$ cat src/rtl/pc_pkg.sv
// Shared types and defaults for the fetch program-counter generator.
package pc_pkg;

    localparam int XLEN = 32;

    typedef logic [XLEN-1:0] addr_t;

    localparam addr_t RESET_VEC = 32'h0000_0000;

    // Source of the next fetch address, listed from highest to lowest priority.
    typedef enum logic [2:0] {
        SEL_TRAP,
        SEL_BR,
        SEL_HOLD,
        SEL_RAS,
        SEL_SEQ
    } nxt_sel_e;

endpackage

$ cat src/rtl/pc_gen_if.sv
// Fetch-side bundle between the pipeline control and the PC generator.
interface pc_gen_if #(
    parameter int XLEN = 32
) ();

    logic            stall;
    logic            br_sel;
    logic [XLEN-1:0] alu_data;
    logic            trap_en;
    logic [XLEN-1:0] trap_vec;
    logic            is_call;
    logic            is_ret;
    logic [XLEN-1:0] pc;
    logic [XLEN-1:0] pc_four;
    logic            ras_hit;
    logic            misalign;

    modport master (
        output stall, br_sel, alu_data, trap_en, trap_vec, is_call, is_ret,
        input  pc, pc_four, ras_hit, misalign
    );

    modport slave (
        input  stall, br_sel, alu_data, trap_en, trap_vec, is_call, is_ret,
        output pc, pc_four, ras_hit, misalign
    );

endinterface

$ cat src/rtl/pc_gen_ras_stack.sv
// Circular return-address stack: ptr addresses the top entry, count tracks
// how many entries are valid (saturating at the depth, oldest overwritten).
module ras_stack #(
    parameter int XLEN      = 32,
    parameter int RAS_DEPTH = 4
) (
    input  logic            clk,
    input  logic            rst,
    input  logic            clr,
    input  logic            push,
    input  logic            pop,
    input  logic [XLEN-1:0] push_data,
    output logic [XLEN-1:0] top,
    output logic            valid
);
    import pc_pkg::*;

    localparam int PW = $clog2(RAS_DEPTH);
    localparam int CW = PW + 1;

    logic [XLEN-1:0] mem_reg [RAS_DEPTH];
    logic [PW-1:0]   ptr_reg, ptr_next, wr_ptr;
    logic [CW-1:0]   cnt_reg, cnt_next;
    logic            pop_eff;

    // A pop on an empty stack is dropped; pop+push lands on the same slot.
    assign pop_eff = pop && (cnt_reg != '0);
    assign wr_ptr  = pop_eff ? ptr_reg : ptr_reg + PW'(1);
    assign top     = mem_reg[ptr_reg];
    assign valid   = (cnt_reg != '0);

    // Pointer and occupancy update; clear only forgets the contents' validity.
    always_comb begin
        ptr_next = ptr_reg;
        cnt_next = cnt_reg;
        if (push) begin
            ptr_next = wr_ptr;
        end else if (pop_eff) begin
            ptr_next = ptr_reg - PW'(1);
        end
        if (clr) begin
            cnt_next = '0;
        end else if (push && !pop_eff) begin
            cnt_next = (cnt_reg == CW'(RAS_DEPTH)) ? cnt_reg : cnt_reg + CW'(1);
        end else if (pop_eff && !push) begin
            cnt_next = cnt_reg - CW'(1);
        end
    end

    // Pointer/occupancy registers.
    always_ff @(posedge clk or posedge rst) begin
        if (rst) begin
            ptr_reg <= '0;
            cnt_reg <= '0;
        end else begin
            ptr_reg <= ptr_next;
            cnt_reg <= cnt_next;
        end
    end

    generate
        for (genvar gi = 0; gi < RAS_DEPTH; gi++) begin : g_entry
            // Each entry captures the return address when it is the write target.
            always_ff @(posedge clk or posedge rst) begin
                if (rst) begin
                    mem_reg[gi] <= '0;
                end else if (push && (wr_ptr == PW'(gi))) begin
                    mem_reg[gi] <= push_data;
                end
            end
        end
    endgenerate

endmodule

$ cat src/rtl/pc_gen.sv
// Fetch PC generator: prioritised next-PC mux, PC/misalign registers and a
// return-address stack for call/return prediction.
module pc_gen #(
    parameter int              XLEN      = pc_pkg::XLEN,
    parameter logic [XLEN-1:0] RESET_VEC = pc_pkg::RESET_VEC,
    parameter int              RAS_DEPTH = 4
) (
    input  logic  clk,
    input  logic  rst,
    pc_gen_if.slave bus
);
    import pc_pkg::*;

    logic [XLEN-1:0] pc_reg, pc_next, pc_four;
    logic [XLEN-1:0] trap_target, br_target, ras_top;
    logic            misalign_reg, misalign_next;
    logic            ras_valid, advance;
    nxt_sel_e        sel;

    assign pc_four     = pc_reg + XLEN'(4);
    assign trap_target = bus.trap_vec & ~XLEN'(3);
    assign br_target   = {bus.alu_data[XLEN-1:1], 1'b0};

    // Pick the next-PC source by priority: trap, branch, stall, RAS, sequential.
    always_comb begin
        sel = SEL_SEQ;
        if (bus.trap_en) begin
            sel = SEL_TRAP;
        end else if (bus.br_sel) begin
            sel = SEL_BR;
        end else if (bus.stall) begin
            sel = SEL_HOLD;
        end else if (bus.is_ret && ras_valid) begin
            sel = SEL_RAS;
        end
    end

    // Next-PC value and misaligned-redirect flag for the selected source.
    always_comb begin
        pc_next       = pc_four;
        misalign_next = 1'b0;
        case (sel)
            SEL_TRAP: begin
                pc_next       = trap_target;
                misalign_next = trap_target[1];
            end
            SEL_BR: begin
                pc_next       = br_target;
                misalign_next = bus.alu_data[1];
            end
            SEL_HOLD: pc_next = pc_reg;
            SEL_RAS:  pc_next = ras_top;
            default:  pc_next = pc_four;
        endcase
    end

    // PC and misalign registers.
    always_ff @(posedge clk or posedge rst) begin
        if (rst) begin
            pc_reg       <= RESET_VEC;
            misalign_reg <= 1'b0;
        end else begin
            pc_reg       <= pc_next;
            misalign_reg <= misalign_next;
        end
    end

    // The stack only moves when fetch advances without a redirect.
    assign advance = (sel == SEL_RAS) || (sel == SEL_SEQ);

    ras_stack #(
        .XLEN      (XLEN),
        .RAS_DEPTH (RAS_DEPTH)
    ) u_ras (
        .clk       (clk),
        .rst       (rst),
        .clr       (bus.trap_en),
        .push      (advance && bus.is_call),
        .pop       (advance && bus.is_ret),
        .push_data (pc_four),
        .top       (ras_top),
        .valid     (ras_valid)
    );

    assign bus.pc       = pc_reg;
    assign bus.pc_four  = pc_four;
    assign bus.ras_hit  = (sel == SEL_RAS);
    assign bus.misalign = misalign_reg;

endmodule

$ cat src/flat_wrapper.sv
// flat-port wrapper written by rule: the top's interface ports become plain ports
module pc_gen_flat import pc_pkg::*;
#(
    parameter int              XLEN      = pc_pkg::XLEN,
    parameter logic [XLEN-1:0] RESET_VEC = pc_pkg::RESET_VEC,
    parameter int              RAS_DEPTH = 4
)
  (clk, rst, bus_stall, bus_br_sel, bus_alu_data, bus_trap_en, bus_trap_vec, bus_is_call, bus_is_ret, bus_pc, bus_pc_four, bus_ras_hit, bus_misalign);
  pc_gen_if #(.XLEN(XLEN)) bus_i ();
  input  logic clk;
  input  logic rst;
  input wire logic [$bits(bus_i.stall)-1:0] bus_stall;
  input wire logic [$bits(bus_i.br_sel)-1:0] bus_br_sel;
  input wire logic [$bits(bus_i.alu_data)-1:0] bus_alu_data;
  input wire logic [$bits(bus_i.trap_en)-1:0] bus_trap_en;
  input wire logic [$bits(bus_i.trap_vec)-1:0] bus_trap_vec;
  input wire logic [$bits(bus_i.is_call)-1:0] bus_is_call;
  input wire logic [$bits(bus_i.is_ret)-1:0] bus_is_ret;
  output wire logic [$bits(bus_i.pc)-1:0] bus_pc;
  output wire logic [$bits(bus_i.pc_four)-1:0] bus_pc_four;
  output wire logic [$bits(bus_i.ras_hit)-1:0] bus_ras_hit;
  output wire logic [$bits(bus_i.misalign)-1:0] bus_misalign;
  assign bus_i.stall = bus_stall;
  assign bus_i.br_sel = bus_br_sel;
  assign bus_i.alu_data = bus_alu_data;
  assign bus_i.trap_en = bus_trap_en;
  assign bus_i.trap_vec = bus_trap_vec;
  assign bus_i.is_call = bus_is_call;
  assign bus_i.is_ret = bus_is_ret;
  assign bus_pc = bus_i.pc;
  assign bus_pc_four = bus_i.pc_four;
  assign bus_ras_hit = bus_i.ras_hit;
  assign bus_misalign = bus_i.misalign;
  pc_gen #(.XLEN(XLEN), .RESET_VEC(RESET_VEC), .RAS_DEPTH(RAS_DEPTH)) u_core (.clk(clk), .rst(rst), .bus(bus_i));
endmodule
$ cat config.mk
export PLATFORM = sky130hd
export DESIGN_NAME = pc_gen_flat
export DESIGN_NICKNAME = d
export VERILOG_FILES = /design/src/rtl/pc_pkg.sv /design/src/rtl/pc_gen_if.sv /design/src/rtl/pc_gen_ras_stack.sv /design/src/rtl/pc_gen.sv /design/src/flat_wrapper.sv
export SDC_FILE = /design/constraint.sdc
export NUM_CORES = 1
export LEC_CHECK = 0
export ABC_AREA = 1
export BUFFER_PORTS_ARGS = -buffer_cell sky130_fd_sc_hd__buf_2
export CAP_MARGIN = 30
export CORE_MARGIN = 2
export CORE_UTILIZATION = 40
export DETAILED_ROUTE_END_ITERATION = 10
export SLEW_MARGIN = 10
export SYNTH_ARGS = -nofsm -noshare
export SYNTH_HDL_FRONTEND = slang
export SYNTH_SLANG_ARGS = --single-unit
$ cat constraint.sdc
create_clock -name clk -period 8.6 [get_ports clk]
set_input_delay 1.72 -clock clk [delete_from_list [all_inputs] [get_ports clk]]
set_output_delay 1.72 -clock clk [all_outputs]
set_load 0.01 [all_outputs]
==> flow_metrics.tcl <==
set metrics [dict create \
    cts_hold_buf 0 \
    cts_inserted_buffers 17 \
    yosysWarningCount 0 \
    whs_ns 0.468 \
    r2r_setup_slack_ns 5.43 \
    fillers 2321 \
    pre_cts_ws_ns 3.40 \
    critPathKind "in2out" \
    maxSlewViolCount 0 \
    post_cts_buffers 0 \
    rsz0062_at_grt "no" \
    tightest_slew_ns 0.936 \
    power_density_nw_per_um2 269 \
    drtIter0Drc 709 \
    start_util_pct 41.0 \
    synth_seq_cells 166 \
    via_per_inst 5.09 \
    grt_start_max_net_pins 93 \
    required_ns 6.88 \
    hp-class "reg2reg" \
    post_dp_cell_area_um2 10100 \
    start_kind "primary input" \
    whs_endpoint "u_core.u_ras.mem_reg[34]" \
    grt_usage_pct 26.1 \
    mappedNetlistArea_um2 9300 \
    synthArstFlopShare_pct 100 \
    endpoint_kind "output pin" \
    ant_nets 0 \
    ys_seq_area_share_pct 44.7 \
    die_w_um 156 \
    antenna_found_initial 0 \
    utilization_pct 47.6 \
    hold_viol 0 \
    synth-compound-area-share_pct 4.76 \
    largest_register_ffs 128 \
    worstReg2RegStart "u_core.u_ras.cnt_reg[2]" \
    fin_nets 1555 \
    post-place-cells 1744 \
    final_common_cell "nand2_1" \
    path_clk_slew_ns 0.06 \
    synthAdderAreaFrac_pct 0.350 \
    design.core.area_um2 22700 \
    synthSimpleGateAreaFrac_pct 42.4 \
    setup_viol 0 \
    cts_root_buf "clkbuf_16" \
    drc 0 \
    ir_drop_mv 0.137 \
    hold_path_depth 2 \
    synth_xor_area_share_pct 0.834 \
    ys.flop_type "dfrtp_1" \
    fin_ws_ns 3.40 \
    setup_tns_ns 0 \
    io_pins 137 \
    leakage_nw 5.73 \
    clock.fmax_mhz 192 \
    drt-pass1-iter-count 5 \
    cts.sinks 166 \
    grt.overflow.total 0 \
    avgSynthCellArea_um2 6.74 \
    reg2reg_to "u_core.u_ras.mem_reg[89]" \
    fin_crit_ns 5.20 \
    slew_headroom_pct 37.6 \
    vias 9069 \
    syn_nets 1453 \
    die_height_um 156 \
    report.power.total_mw 2.91 \
    synth_cells 1380 \
    wl_per_cell_um 17.4 \
    wl_um 30900 \
    gp_congestion 0.927 \
    maxCapViolations 0 \
    critPathMaxFanout 33 \
    design.die.area_um2 24500 \
    grt_pass1_wl_um 48700 \
    cts_tree "yes" \
    grt_pass1_vias 8520 \
    status "finished clean" \
    rows 55 \
    muxShareOfSynthArea_pct 0 \
    worstHoldStart "u_core.u_ras.mem_reg[34]" \
    drive_gt1_share_pct 14.8 \
    final_cell_mix "nand2_1 (694), dfrtp_1 (165), buf_2 (133)" \
    clk_path_buf_depth 2 \
    area_delta_synth_final_pct 16.2 \
    synth_top_family_by_area "simple AND/OR/NAND/NOR gates" \
    diodes 0 \
    ctsHtreeMaxLevel 4 \
    r2r_cells 11 \
    fin_crit_sh_pct 60.5 \
    fin_cells 1780 \
    fin_area_um2 10800 \
    cts.repair.resized 0 \
    place_hpwl_um 20500 \
    clock_skew_ns 0.0142 \
    synth_edf_count 0 \
    insertion_delay_ns 0.43 \
    worstPathArrival_ns 3.48 \
    io_buffer_count 133 \
    ys_types 33 \
]
## critical path: stages
cell and delay (ns):
buf_2 0.09, buf_4 0.25, nor2_8 0.19, nand2_4 0.08, nor2_4 0.49, buf_4 0.43, buf_2 0.20
## cells in the mapped netlist, types with 6 or more instances
cell | n | share of area (%)
nand3_1 | 114 | 6.1
inv_1 | 80 | 3.2
dfrtp_1 | 166 | 45
nor2_1 | 105 | 4.2
nand2_1 | 696 | 28
o21ai_0 | 58 | 3.1
clkbuf_1 | 33 | 1.3
nand4_1 | 24 | 1.6
buf_4 | 11 | 0.89
a21oi_1 | 13 | 0.70
or2_2 | 13 | 0.87
buf_2 | 22 | 1.2
o22ai_1 | 6 | 0.40
## kinds of logic after synthesis
family,count (synthesis)
fa+ha+maj,2
xor+xnor,8
simple gates,966
buf+inv,153
flops,166
compound gates,85
## how the worst max path moves through the flow
stage                 from                  end  slack, ns  depth (start not counted)
5_1_grt        bus_trap_en          bus_ras_hit       3.34                          7
3_5_place_dp   bus_trap_en          bus_ras_hit       3.40                          7
3_3_place_gp   bus_trap_en          bus_ras_hit       3.41                          7
4_1_cts        bus_trap_en          bus_ras_hit       3.40                          7
2_1_floorplan          rst  u_core.bus.misalign       2.39                          1
6_report       bus_trap_en          bus_ras_hit       3.40                          7
## layer usage
layer / track usage, % / part of all wire (%) / vias up
met1: 37.3 / 46 / 4245
li1: - / - / 4500
met2: 40.1 / 46 / 288
met3: 5.68 / 6.9 / 36
met4: 7.16 / 1.8 / 0
met5: 0 / 0 / -
## power breakdown
part           total [mW]  switching, mW  internal [mW]
sequential           1.21          0.170           1.04
clock               0.750          0.354          0.396
combinational       0.956          0.612          0.344
total                2.91           1.14           1.78
## area by class of cell
class / instances / area (um^2) / area share (%)
Clock buffer: 19 / 453 / 4.19
Inverter: 84 / 320 / 2.96
Clock inverter: 13 / 111 / 1.03
Sequential cell: 166 / 4160 / 38.4
Timing Repair Buffer: 152 / 908 / 8.40
Multi-Input combinational cell: 1061 / 4510 / 41.7
Tap cell: 285 / 357 / 3.30
No activity file was read; power rests on OpenSTA's default activity.
